**config.mk**
```make
export PLATFORM = sky130hd
export DESIGN_NAME = fetch_controller_flat
export DESIGN_NICKNAME = d
export VERILOG_FILES = /design/src/rtl/fetch_controller_if.sv /design/src/rtl/fetch_controller.sv /design/src/flat_wrapper.sv
export SDC_FILE = /design/constraint.sdc
export NUM_CORES = 1
export LEC_CHECK = 0
export ABC_AREA = 1
export ABC_CLOCK_PERIOD_IN_PS = 3700
export CORE_ASPECT_RATIO = 0.9
export CORE_UTILIZATION = 40
export DETAILED_ROUTE_END_ITERATION = 7
export GPL_ROUTABILITY_DRIVEN = 0
export GPL_TIMING_DRIVEN = 0
export PLACE_DENSITY = 0.78
export SYNTH_ARGS = -nofsm -noshare
export SYNTH_HDL_FRONTEND = slang
export SYNTH_SLANG_ARGS = --single-unit
```
**constraint.sdc**
```tcl
create_clock -name clk -period 3.7 [get_ports clk]
set_input_delay 0.74 -clock clk [delete_from_list [all_inputs] [get_ports clk]]
set_output_delay 0.74 -clock clk [all_outputs]
set_load 0.005 [all_outputs]
```
**src/rtl/fetch_controller_if.sv**
```systemverilog
// Instruction-memory bus between the fetch controller and the instruction ROM.
// The memory answers combinationally: imem_instr is the word at imem_addr >> 2.
interface fetch_controller_if;
    logic [31:0] imem_addr;
    logic [31:0] imem_instr;

    modport master (output imem_addr, input imem_instr);
    modport slave  (input imem_addr, output imem_instr);
endinterface

```
**src/rtl/fetch_controller.sv**
```systemverilog
// Instruction-fetch sequencer: owns the PC, reads instruction memory and registers
// the fetched word into IF/ID, with stall, single-bubble redirect and end-of-memory halt.
module fetch_controller #(
    parameter logic [31:0] RESET_PC  = 32'h0000_0000,
    parameter int          MEM_DEPTH = 256
) (
    input  logic               clk,
    input  logic               reset,
    input  logic               stall,
    input  logic               redirect,
    input  logic [31:0]        redirect_pc,
    fetch_controller_if.master imem,
    output logic               if_valid,
    output logic [31:0]        if_pc,
    output logic [31:0]        if_pc_plus4,
    output logic [31:0]        if_instr,
    output logic               halted,
    output logic [31:0]        fetch_count
);

    localparam logic [31:0] MEM_BYTES = 32'(MEM_DEPTH * 4);

    typedef enum logic [1:0] {
        BOOT,
        FETCH,
        HALT
    } state_t;

    state_t      state_q, state_d;
    logic [31:0] pc_q, pc_d;
    logic        valid_q, valid_d;
    logic [31:0] ifpc_q, ifpc_d;
    logic [31:0] ifpc4_q, ifpc4_d;
    logic [31:0] instr_q, instr_d;
    logic        halted_q, halted_d;
    logic [31:0] count_q, count_d;
    logic [31:0] target;

    // Low address bits are dropped by masking so every redirect lands on a word boundary.
    assign target = redirect_pc & 32'hFFFF_FFFC;

    always_ff @(posedge clk) begin
        if (reset) begin
            state_q  <= BOOT;
            pc_q     <= RESET_PC;
            valid_q  <= 1'b0;
            ifpc_q   <= '0;
            ifpc4_q  <= '0;
            instr_q  <= '0;
            halted_q <= 1'b0;
            count_q  <= '0;
        end else begin
            state_q  <= state_d;
            pc_q     <= pc_d;
            valid_q  <= valid_d;
            ifpc_q   <= ifpc_d;
            ifpc4_q  <= ifpc4_d;
            instr_q  <= instr_d;
            halted_q <= halted_d;
            count_q  <= count_d;
        end
    end

    always_comb begin
        state_d  = state_q;
        pc_d     = pc_q;
        valid_d  = valid_q;
        ifpc_d   = ifpc_q;
        ifpc4_d  = ifpc4_q;
        instr_d  = instr_q;
        halted_d = halted_q;
        count_d  = count_q;

        case (state_q)
            BOOT: begin
                valid_d = 1'b0;
                state_d = FETCH;
                if (redirect) begin
                    pc_d = target;
                end
            end
            FETCH, HALT: begin
                // Redirect beats stall, and is the only way out of HALT short of reset.
                if (redirect) begin
                    pc_d     = target;
                    valid_d  = 1'b0;
                    state_d  = FETCH;
                    halted_d = 1'b0;
                end else if (stall || state_q == HALT) begin
                    state_d = state_q;
                end else if (pc_q < MEM_BYTES) begin
                    instr_d = imem.imem_instr;
                    ifpc_d  = pc_q;
                    ifpc4_d = pc_q + 32'd4;
                    valid_d = 1'b1;
                    pc_d    = pc_q + 32'd4;
                    if (count_q != 32'hFFFF_FFFF) begin
                        count_d = count_q + 32'd1;
                    end
                end else begin
                    valid_d  = 1'b0;
                    state_d  = HALT;
                    halted_d = 1'b1;
                end
            end
            default: begin
                state_d = BOOT;
                valid_d = 1'b0;
            end
        endcase
    end

    assign imem.imem_addr = pc_q;
    assign if_valid       = valid_q;
    assign if_pc          = ifpc_q;
    assign if_pc_plus4    = ifpc4_q;
    assign if_instr       = instr_q;
    assign halted         = halted_q;
    assign fetch_count    = count_q;

endmodule

```
**src/flat_wrapper.sv**
```systemverilog
// flat-port wrapper written by rule: the top's interface ports become plain ports
module fetch_controller_flat 
#(
    parameter logic [31:0] RESET_PC  = 32'h0000_0000,
    parameter int          MEM_DEPTH = 256
)
  (clk, reset, stall, redirect, redirect_pc, if_valid, if_pc, if_pc_plus4, if_instr, halted, fetch_count, imem_imem_addr, imem_imem_instr);
  fetch_controller_if imem_i ();
  input  logic clk;
  input  logic reset;
  input  logic stall;
  input  logic redirect;
  input  logic [31:0] redirect_pc;
  output logic if_valid;
  output logic [31:0] if_pc;
  output logic [31:0] if_pc_plus4;
  output logic [31:0] if_instr;
  output logic halted;
  output logic [31:0] fetch_count;
  output wire logic [$bits(imem_i.imem_addr)-1:0] imem_imem_addr;
  input wire logic [$bits(imem_i.imem_instr)-1:0] imem_imem_instr;
  assign imem_imem_addr = imem_i.imem_addr;
  assign imem_i.imem_instr = imem_imem_instr;
  fetch_controller #(.RESET_PC(RESET_PC), .MEM_DEPTH(MEM_DEPTH)) u_core (.clk(clk), .reset(reset), .stall(stall), .redirect(redirect), .redirect_pc(redirect_pc), .imem(imem_i), .if_valid(if_valid), .if_pc(if_pc), .if_pc_plus4(if_pc_plus4), .if_instr(if_instr), .halted(halted), .fetch_count(fetch_count));
endmodule
```
==> results of run 1 <==
[state kept, by name, indices dropped and copies added, names as in the netlist]
register,flops
u_core.imem.imem_addr,30
u_core.fetch_count,32
u_core.if_pc_plus4,30
u_core.state_q,2
u_core.if_valid,1
u_core.halted,1
u_core.if_instr,32
u_core.if_pc,30
[Yosys cell counts, types with 4 or more instances]
| cell type | instances | share of area, % |
|---|---|---|
| a21oi_1 | 54 | 3.8 |
| a21oi_2 | 10 | 1.2 |
| buf_2 | 10 | 0.71 |
| buf_4 | 7 | 0.75 |
| buf_6 | 5 | 0.80 |
| clkbuf_1 | 32 | 1.7 |
| dfxtp_1 | 158 | 45 |
| ha_1 | 5 | 0.89 |
| inv_1 | 35 | 1.9 |
| nand2_1 | 261 | 14 |
| nand2_2 | 12 | 1.1 |
| nand3_1 | 48 | 3.4 |
| nand3b_1 | 13 | 1.4 |
| nand4_1 | 6 | 0.53 |
| nor2_1 | 249 | 13 |
| nor2_2 | 4 | 0.35 |
| o21ai_0 | 77 | 5.5 |
| o21bai_1 | 4 | 0.43 |
| xnor2_1 | 5 | 0.62 |
| xor2_1 | 7 | 0.87 |
[worst max-delay path: stages]
cell and delay (ns):
clkdlybuf4s50_1 0.40, nor2_1 0.41, nand4_2 0.23, nor2_4 0.30
inv_2 0.17, clkbuf_1 0.30, nor2_1 0.18, nor2_1 0.06
[where the power goes]
group | internal (uW) | switching, uW | total [uW]
sequential | 1760 | 73.0 | 1830
clock | 1030 | 816 | 1850
combinational | 246 | 256 | 502
total | 3040 | 1150 | 4180
[final timing paths]
| kind | from | to | slack, ns | depth (start not counted) |
|---|---|---|---|---|
| worst max-delay path | stall | u_core.if_instr[11] | 1.22 | 8 |
| worst min-delay path | u_core.if_pc[12] | u_core.if_pc[12] | 0.44 | 2 |
| worst max register to register | u_core.state_q[0] | u_core.if_instr[11] | 1.31 | 9 |
| worst min register to register | u_core.if_pc[12] | u_core.if_pc[12] | 0.44 | 2 |
[area by class of cell]
cell class | instances | share of cell area (%)
repair buffers | 221 | 21.7
flip-flops and latches | 158 | 31.0
plain buffers | 57 | 2.86
inverters | 37 | 1.36
well taps | 235 | 2.88
multi-input cells | 773 | 34.1
clock buffers | 17 | 4.17
clock inverters | 15 | 1.97
[per-layer routing]
layer,share of wire (%),vias to the layer above
met5,0,-
met1,43,3433
met4,2.1,0
li1,-,3727
met2,46,289
met3,8.0,32
[through the flow]
stage	hold WS, ns	utilization (%)	setup slack (ns)	cell area (um2)	total power (uW)
global placement	0.424	56.1	0.827	9580	2360
floorplan	0.435	-	1.82	7070	2090
finish	0.438	59.8	1.22	10200	4180
CTS	0.439	59.8	1.22	10200	4200
detailed placement	0.428	56.1	0.808	9580	2360
global route	0.458	59.8	1.09	10200	4340
[kinds of logic (layout without fill, tap and decap cells)]
family          count (synthesis)  after routing  synth area share (%)
flops                         158            158                  44.9
other cells                     1              6                0.0532
xor+xnor                       12             12                  1.49
compound gates                146            146                  11.1
buf+inv                        94            347                  6.10
simple gates                  604            604                  35.6
fa+ha+maj                       5              5                 0.887
==> metrics.txt, run 1 <==
status completed; Post-CTS Hold Fix Bufs 0; CTS Buffer Depth 2; Worst EP required 4.03 ns; IO Port Bufs 221; Max FO, Critical Path 10; Syn Std Cell Area 7050 um2; DRT Pass-1 Iters 5; number of nets in the layout 1338; worst skew pair latency 0.43 ns; fmax 404 MHz; Mean Syn Cell Area 6.91 um2; Post-synth EDFFs 0; Die ar. 18200 um2; worst hold path class reg2reg; number of synthesized register bits 158; Inst Count DP 1481; CTS tree built; initial antenna violation count 0; Worst-Margin Slew 0.749 ns; # Max-Cap Violations 0; setup violators final 0; # DRC 0; leak pwr 0.00395 uW; DRT iter0 DRCs 632; setup bufs post-CTS 0; gr usage total 24.9%; DR WL/cell 14.6 um; Synth Warn # 0; GR Overflow Total 0; via count 7481; busiest layer in global routing met2; fraction of layout cells with a size suffix above 1 7.12%; PD cells 410 nW/um2; Primary FF master, synth dfxtp_1; starting density of the core 41.3%; worst clock skew 0.0104 ns; critical path arrival 2.80 ns; synthesized instance count 1020; commonest non-fill, non-tap cells in the layout 261 x nand2_1, 249 x nor2_1, 221 x clkdlybuf4s50_1; register area share after synthesis 44.9%; largest net degree at the start of global routing 18; Die Y 128 um; Via-to-Cell Ratio 4.94; worst vdd ir 0.322 mV; DRT Wirelength 22.2 mm; Hold Vio Cnt, Final 0; max-slew violation count 0; CTS Sinks 158; chip width 142 um; row count 45; first-pass GRT wire length 35.4 mm; # H-tree levels 4; FF+latch area 3160 um2; post-DP HPWL 16.5 mm; type of origin of the critical path primary input; n_diodes 0; commonest non-fill, non-tap cell in the layout nand2_1; vias in the first global route 6949; RSZ-0062 raised after global routing false; area grow syn2layout 44.7%; kind of critical path in2reg; met3 Resource Use GR 7.62%; crit end category flop; Async SR Flop Fraction 0%; GR Layer Usage met2 41.0%; Final Non-Filler Cells 1513; IO Pins 230; post-synthesis cell type count 35; met1 usage 31.1%; setup_tns 0 ns; Slew headroom 50.1%; area of the multi-input gates 3480 um2; minimum clock period after layout 2.48 ns; clk slew on worst S/H paths 0.07 ns; CTS resizes 0; Filler Cell Count 1535; total CTS buffers 17; clock root buffer clkbuf_16; Core Area 17100 um2; Period Utilization, post-route 66.9%; Final ANT Viol Nets 0
No activity file was read; power rests on OpenSTA's default activity.
==> run 2: changes to the inputs <==
--- a/config.mk
+++ b/config.mk
@@ -6,7 +6,7 @@
 export NUM_CORES = 1
 export LEC_CHECK = 0
 export ABC_AREA = 1
-export ABC_CLOCK_PERIOD_IN_PS = 3700
+export ABC_CLOCK_PERIOD_IN_PS = 2500
 export CORE_ASPECT_RATIO = 0.9
 export CORE_UTILIZATION = 40
 export DETAILED_ROUTE_END_ITERATION = 7
==> constraint.sdc (replaced) <==
create_clock -name clk -period 2.5 [get_ports clk]
set_input_delay 0.5 -clock clk [delete_from_list [all_inputs] [get_ports clk]]
set_output_delay 0.5 -clock clk [all_outputs]
set_load 0.005 [all_outputs]
==> metrics.txt, run 2 (synthesis results as in run 1) <==
status completed; CP max stage cell dfxtp_1; Die ar. 18200 um2; commonest non-fill, non-tap cell in the layout nand2_1; sequential share of power 43.8%; Final ANT Viol Nets 0; critical path arrival 2.58 ns; max-slew violation count 0; CP peak stage delay 0.36 ns; Final WS setup 0.249 ns; clock root buffer clkbuf_16; largest net degree at the start of global routing 18; gr usage total 24.9%; starting density of the core 41.3%; DR WL/cell 14.7 um; pre-CTS WS -0.152 ns; CTS tree built; # H-tree levels 4; DRT Pass-1 Iters 5; setup violators final 0; Hold Vio Cnt, Final 0; Filler Cell Count 1534; initial antenna violation count 0; worst vdd ir 0.476 mV; DRT iter0 DRCs 632; switching power 1690 uW; Reg2Reg Setup Slack 0.25 ns; fraction of layout cells with a size suffix above 1 7.20%; IO Pins 230; Max FO, Critical Path 10; worst skew pair latency 0.43 ns; crit end category flop; clk slew on worst S/H paths 0.07 ns; n_diodes 0; total CTS buffers 17; post-DP HPWL 16.5 mm; CP top delay family simple AND/OR/NAND/NOR gates; minimum clock period after layout 2.25 ns; Via-to-Cell Ratio 4.93; number of nets in the layout 1338; kind of critical path reg2reg; Worst EP required 2.83 ns; PD cells 606 nW/um2; leak pwr 0.00395 uW; DRT Wirelength 22.2 mm; first-pass GRT wire length 35.4 mm; area grow syn2layout 44.7%; # Max-Cap Violations 0; chip width 142 um; commonest non-fill, non-tap cells in the layout 261 x nand2_1, 248 x nor2_1, 221 x clkdlybuf4s50_1; Net Sw Frac 27.4%; worst hold path class reg2reg; Worst Path Buf+Inv 3; fin util 59.8%; crit-path cells inv_1 -> ha_1 -> nor2_2 -> nand4_2 -> nor2_4 -> inv_2 -> clkbuf_1 -> nor2_1 -> nor2_1; type of origin of the critical path flop; clock network power share 44.2%; RSZ-0062 raised after global routing false; Slew headroom 50.1%; CP dominant cell by count nor2_1; CTS Sinks 158; CTS Buffer Depth 2; internal cell power 4500 uW; Worst-Margin Slew 0.748 ns; GR Overflow Total 0; Core Area 17100 um2; Die Y 128 um; row count 45; fmax 444 MHz; Period Utilization, post-route 90.1%; # DRC 0; worst clock skew 0.0104 ns; vias in the first global route 6949; Gate power share 12.0%; IO Port Bufs 221; via count 7463
==> run 2: cell counts in the layout (fill, tap and decap cells not counted) <==
Identical to the previous run, type by type.
==> run 2: area by class of cell <==
| cell class | instances | area, um2 | area share, % |
|---|---|---|---|
| buffer | 57 | 292 | 2.86 |
| clock inverter | 15 | 201 | 1.97 |
| clock buffer | 17 | 425 | 4.17 |
| sequential | 158 | 3160 | 31.0 |
| timing repair buffer | 221 | 2210 | 21.7 |
| inverter | 37 | 139 | 1.36 |
| multi-input combinational | 773 | 3480 | 34.1 |
| tap | 235 | 294 | 2.88 |
==> run 2: layer usage <==
| metal | global-route usage [%] | vias up | wire (um) |
|---|---|---|---|
| li1 | - | 3725 | - |
| met1 | 31.1 | 3425 | 9670 |
| met2 | 41.0 | 281 | 10300 |
| met3 | 7.62 | 32 | 1750 |
| met4 | 8.41 | 0 | 473 |
| met5 | 0 | - | 0 |
==> run 2: what timing repair did <==
item	CTS	global route
gates resized for setup	0	1
endpoints found under the hold margin	0	0
hold buffers	0	0
setup buffers	0	0
endpoints found under the setup margin	0	12
==> run 2: path summary, 6_finish.rpt <==
check / from / endpoint / cells past startpoint
worst max-delay path: u_core.state_q[0] / u_core.if_instr[11] / 9
worst min-delay path: u_core.if_pc[12] / u_core.if_pc[12] / 2
worst max register to register: u_core.state_q[0] / u_core.if_instr[11] / 9
worst min register to register: u_core.if_pc[12] / u_core.if_pc[12] / 2
==> run 2: power by group through the flow <==
stage	registers [uW]	clock network [uW]	logic, uW
6_report	2710	2740	743
4_1_cts	2710	2760	741
2_1_floorplan	2750	0	346
3_5_place_dp	2760	0	737
3_3_place_gp	2760	0	726
5_1_grt	2720	2880	824
==> run 2: metrics by stage <==
| step | area, um2 | hold WS (ns) | setup TNS, ns | power [uW] | cells |
|---|---|---|---|---|---|
| after detailed placement | 9580 | 0.428 | -4.56 | 3500 | 1481 |
| final | 10200 | 0.438 | 0 | 6190 | 1513 |
| after global routing | 10200 | 0.458 | 0 | 6430 | 1513 |
| after CTS | 10200 | 0.439 | 0 | 6210 | 1513 |
| after floorplan | 7070 | 0.435 | 0 | 3090 | 1025 |
| after global placement | 9580 | 0.424 | -2.98 | 3490 | 1481 |
==> run 2: tightest hold or removal path, cell delays in order (launching register included) <==
cell and delay (ns):
dfxtp_1 0.31, nand2_1 0.06, nor2_1 0.03
==> run 3: changes to the inputs <==
--- a/config.mk
+++ b/config.mk
@@ -10,7 +10,6 @@
 export CORE_ASPECT_RATIO = 0.9
 export CORE_UTILIZATION = 40
 export DETAILED_ROUTE_END_ITERATION = 7
-export GPL_ROUTABILITY_DRIVEN = 0
 export GPL_TIMING_DRIVEN = 0
 export PLACE_DENSITY = 0.78
 export SYNTH_ARGS = -nofsm -noshare
==> metrics.txt, run 3 (synthesis results as in run 1) <==
worst hold path class reg2reg; fin util 59.8%; Worst Setup SP u_core.state_q[0]; gr usage total 25.3%; final instance area 10200 um2; CTS Sinks 158; Die ar. 18200 um2; number of nets in the layout 1338; Post-DP Area 9580 um2; Period Utilization, post-route 88.8%; fmax 451 MHz; minimum clock period after layout 2.22 ns; DRT Pass-1 Iters 6; initial antenna violation count 1; CTS Buffer Depth 2; # H-tree levels 4; CP max stage cell dfxtp_1; WHS 0.439 ns; Core Area 17100 um2; worst clock skew 0.0106 ns; Max FO, Critical Path 10; DRT iter0 DRCs 598; GPL Wtd Cong 0.905; vias in the first global route 6956; first-pass GRT wire length 35.5 mm; setup_tns 0 ns; commonest non-fill, non-tap cell in the layout nand2_1; Die Y 128 um; DR WL/cell 14.8 um; clk slew on worst S/H paths 0.07 ns; Final ANT Viol Nets 0; setup violators final 0; max-slew violation count 0; # Max-Cap Violations 0; GR Overflow Total 0; total power 6190 uW; via count 7478; total CTS buffers 17; IO Port Bufs 221; Via-to-Cell Ratio 4.94; setup bufs post-CTS 0; leak pwr 0.00395 uW; critical path arrival 2.55 ns; post-DP HPWL 16.3 mm; type of origin of the critical path flop; row count 45; commonest non-fill, non-tap cells in the layout 261 x nand2_1, 248 x nor2_1, 221 x clkdlybuf4s50_1; Hold Vio Cnt, Final 0; largest net degree at the start of global routing 18; # DRC 0; chip width 142 um; starting density of the core 41.3%; status completed; CP dominant cell by count nor2_1; Slew headroom 49.9%; clock root buffer clkbuf_16; crit-path cells inv_1 -> ha_1 -> nor2_2 -> nand4_2 -> nor2_4 -> inv_2 -> clkbuf_1 -> nor2_1 -> nor2_1; hold_sp u_core.if_pc[12]; DRT Wirelength 22.3 mm; Worst EP required 2.83 ns; CP peak stage delay 0.36 ns; crit end category flop; area grow syn2layout 44.7%; PD cells 607 nW/um2; fraction of layout cells with a size suffix above 1 7.20%; CTS tree built; worst vdd ir 0.497 mV; reg2reg start u_core.state_q[0]; kind of critical path reg2reg; Worst-Margin Slew 0.751 ns; IO Pins 230; worst skew pair latency 0.43 ns; RSZ-0062 raised after global routing false
run 3: worst max-delay path: cells and delay by family (launching register included):
| kind | cells | cell delay (ns) |
|---|---|---|
| adder cells (fa/ha/maj) | 1 | 0.20 |
| flip-flops | 1 | 0.36 |
| buffers and inverters | 3 | 0.54 |
| AND/OR/NAND/NOR | 5 | 1.02 |
run 3: per-layer routing:
metal | routed length (um) | global-route usage, % | vias up | share of wire (%)
met1 | 9900 | 31.7 | 3409 | 44
li1 | - | - | 3724 | -
met5 | 0 | 0 | - | 0
met3 | 1780 | 7.88 | 47 | 8.0
met2 | 9920 | 39.7 | 298 | 44
met4 | 747 | 11.4 | 0 | 3.3
run 3: worst paths after layout:
kind / end / slack [ns] / depth (start not counted)
min reg2reg: u_core.if_pc[12] / 0.44 / 2
max reg2reg: u_core.if_instr[6] / 0.28 / 9
min: u_core.if_pc[12] / 0.44 / 2
max: u_core.if_instr[6] / 0.28 / 9
run 3: area by class of cell:
cell class / instances / area [um2]
Timing Repair Buffer: 221 / 2210
Multi-Input combinational cell: 773 / 3480
Sequential cell: 158 / 3160
Tap cell: 235 / 294
Clock buffer: 17 / 425
Antenna cell: 1 / 2.50
Clock inverter: 15 / 194
Fill cell: 1542 / 6860
Buffer: 57 / 292
Inverter: 37 / 139
run 3: report_power, final:
group | total [uW] | switching, uW | internal, uW
registers | 2710 | 107 | 2600
clock network | 2740 | 1200 | 1530
logic | 745 | 381 | 364
total | 6190 | 1690 | 4500
run 3: metrics by stage:
stage / worst slack [ns] / std cells
finish: 0.280 / 1514
global route: 0.0931 / 1514
CTS: 0.120 / 1513
detailed placement: -0.124 / 1481
global placement: -0.131 / 1481
floorplan: 0.774 / 1025
run 3: what timing repair did:
action / CTS / global route
hold buffers: 0 / 0
endpoints found under the setup margin: 0 / 14
resized for setup: 0 / 1
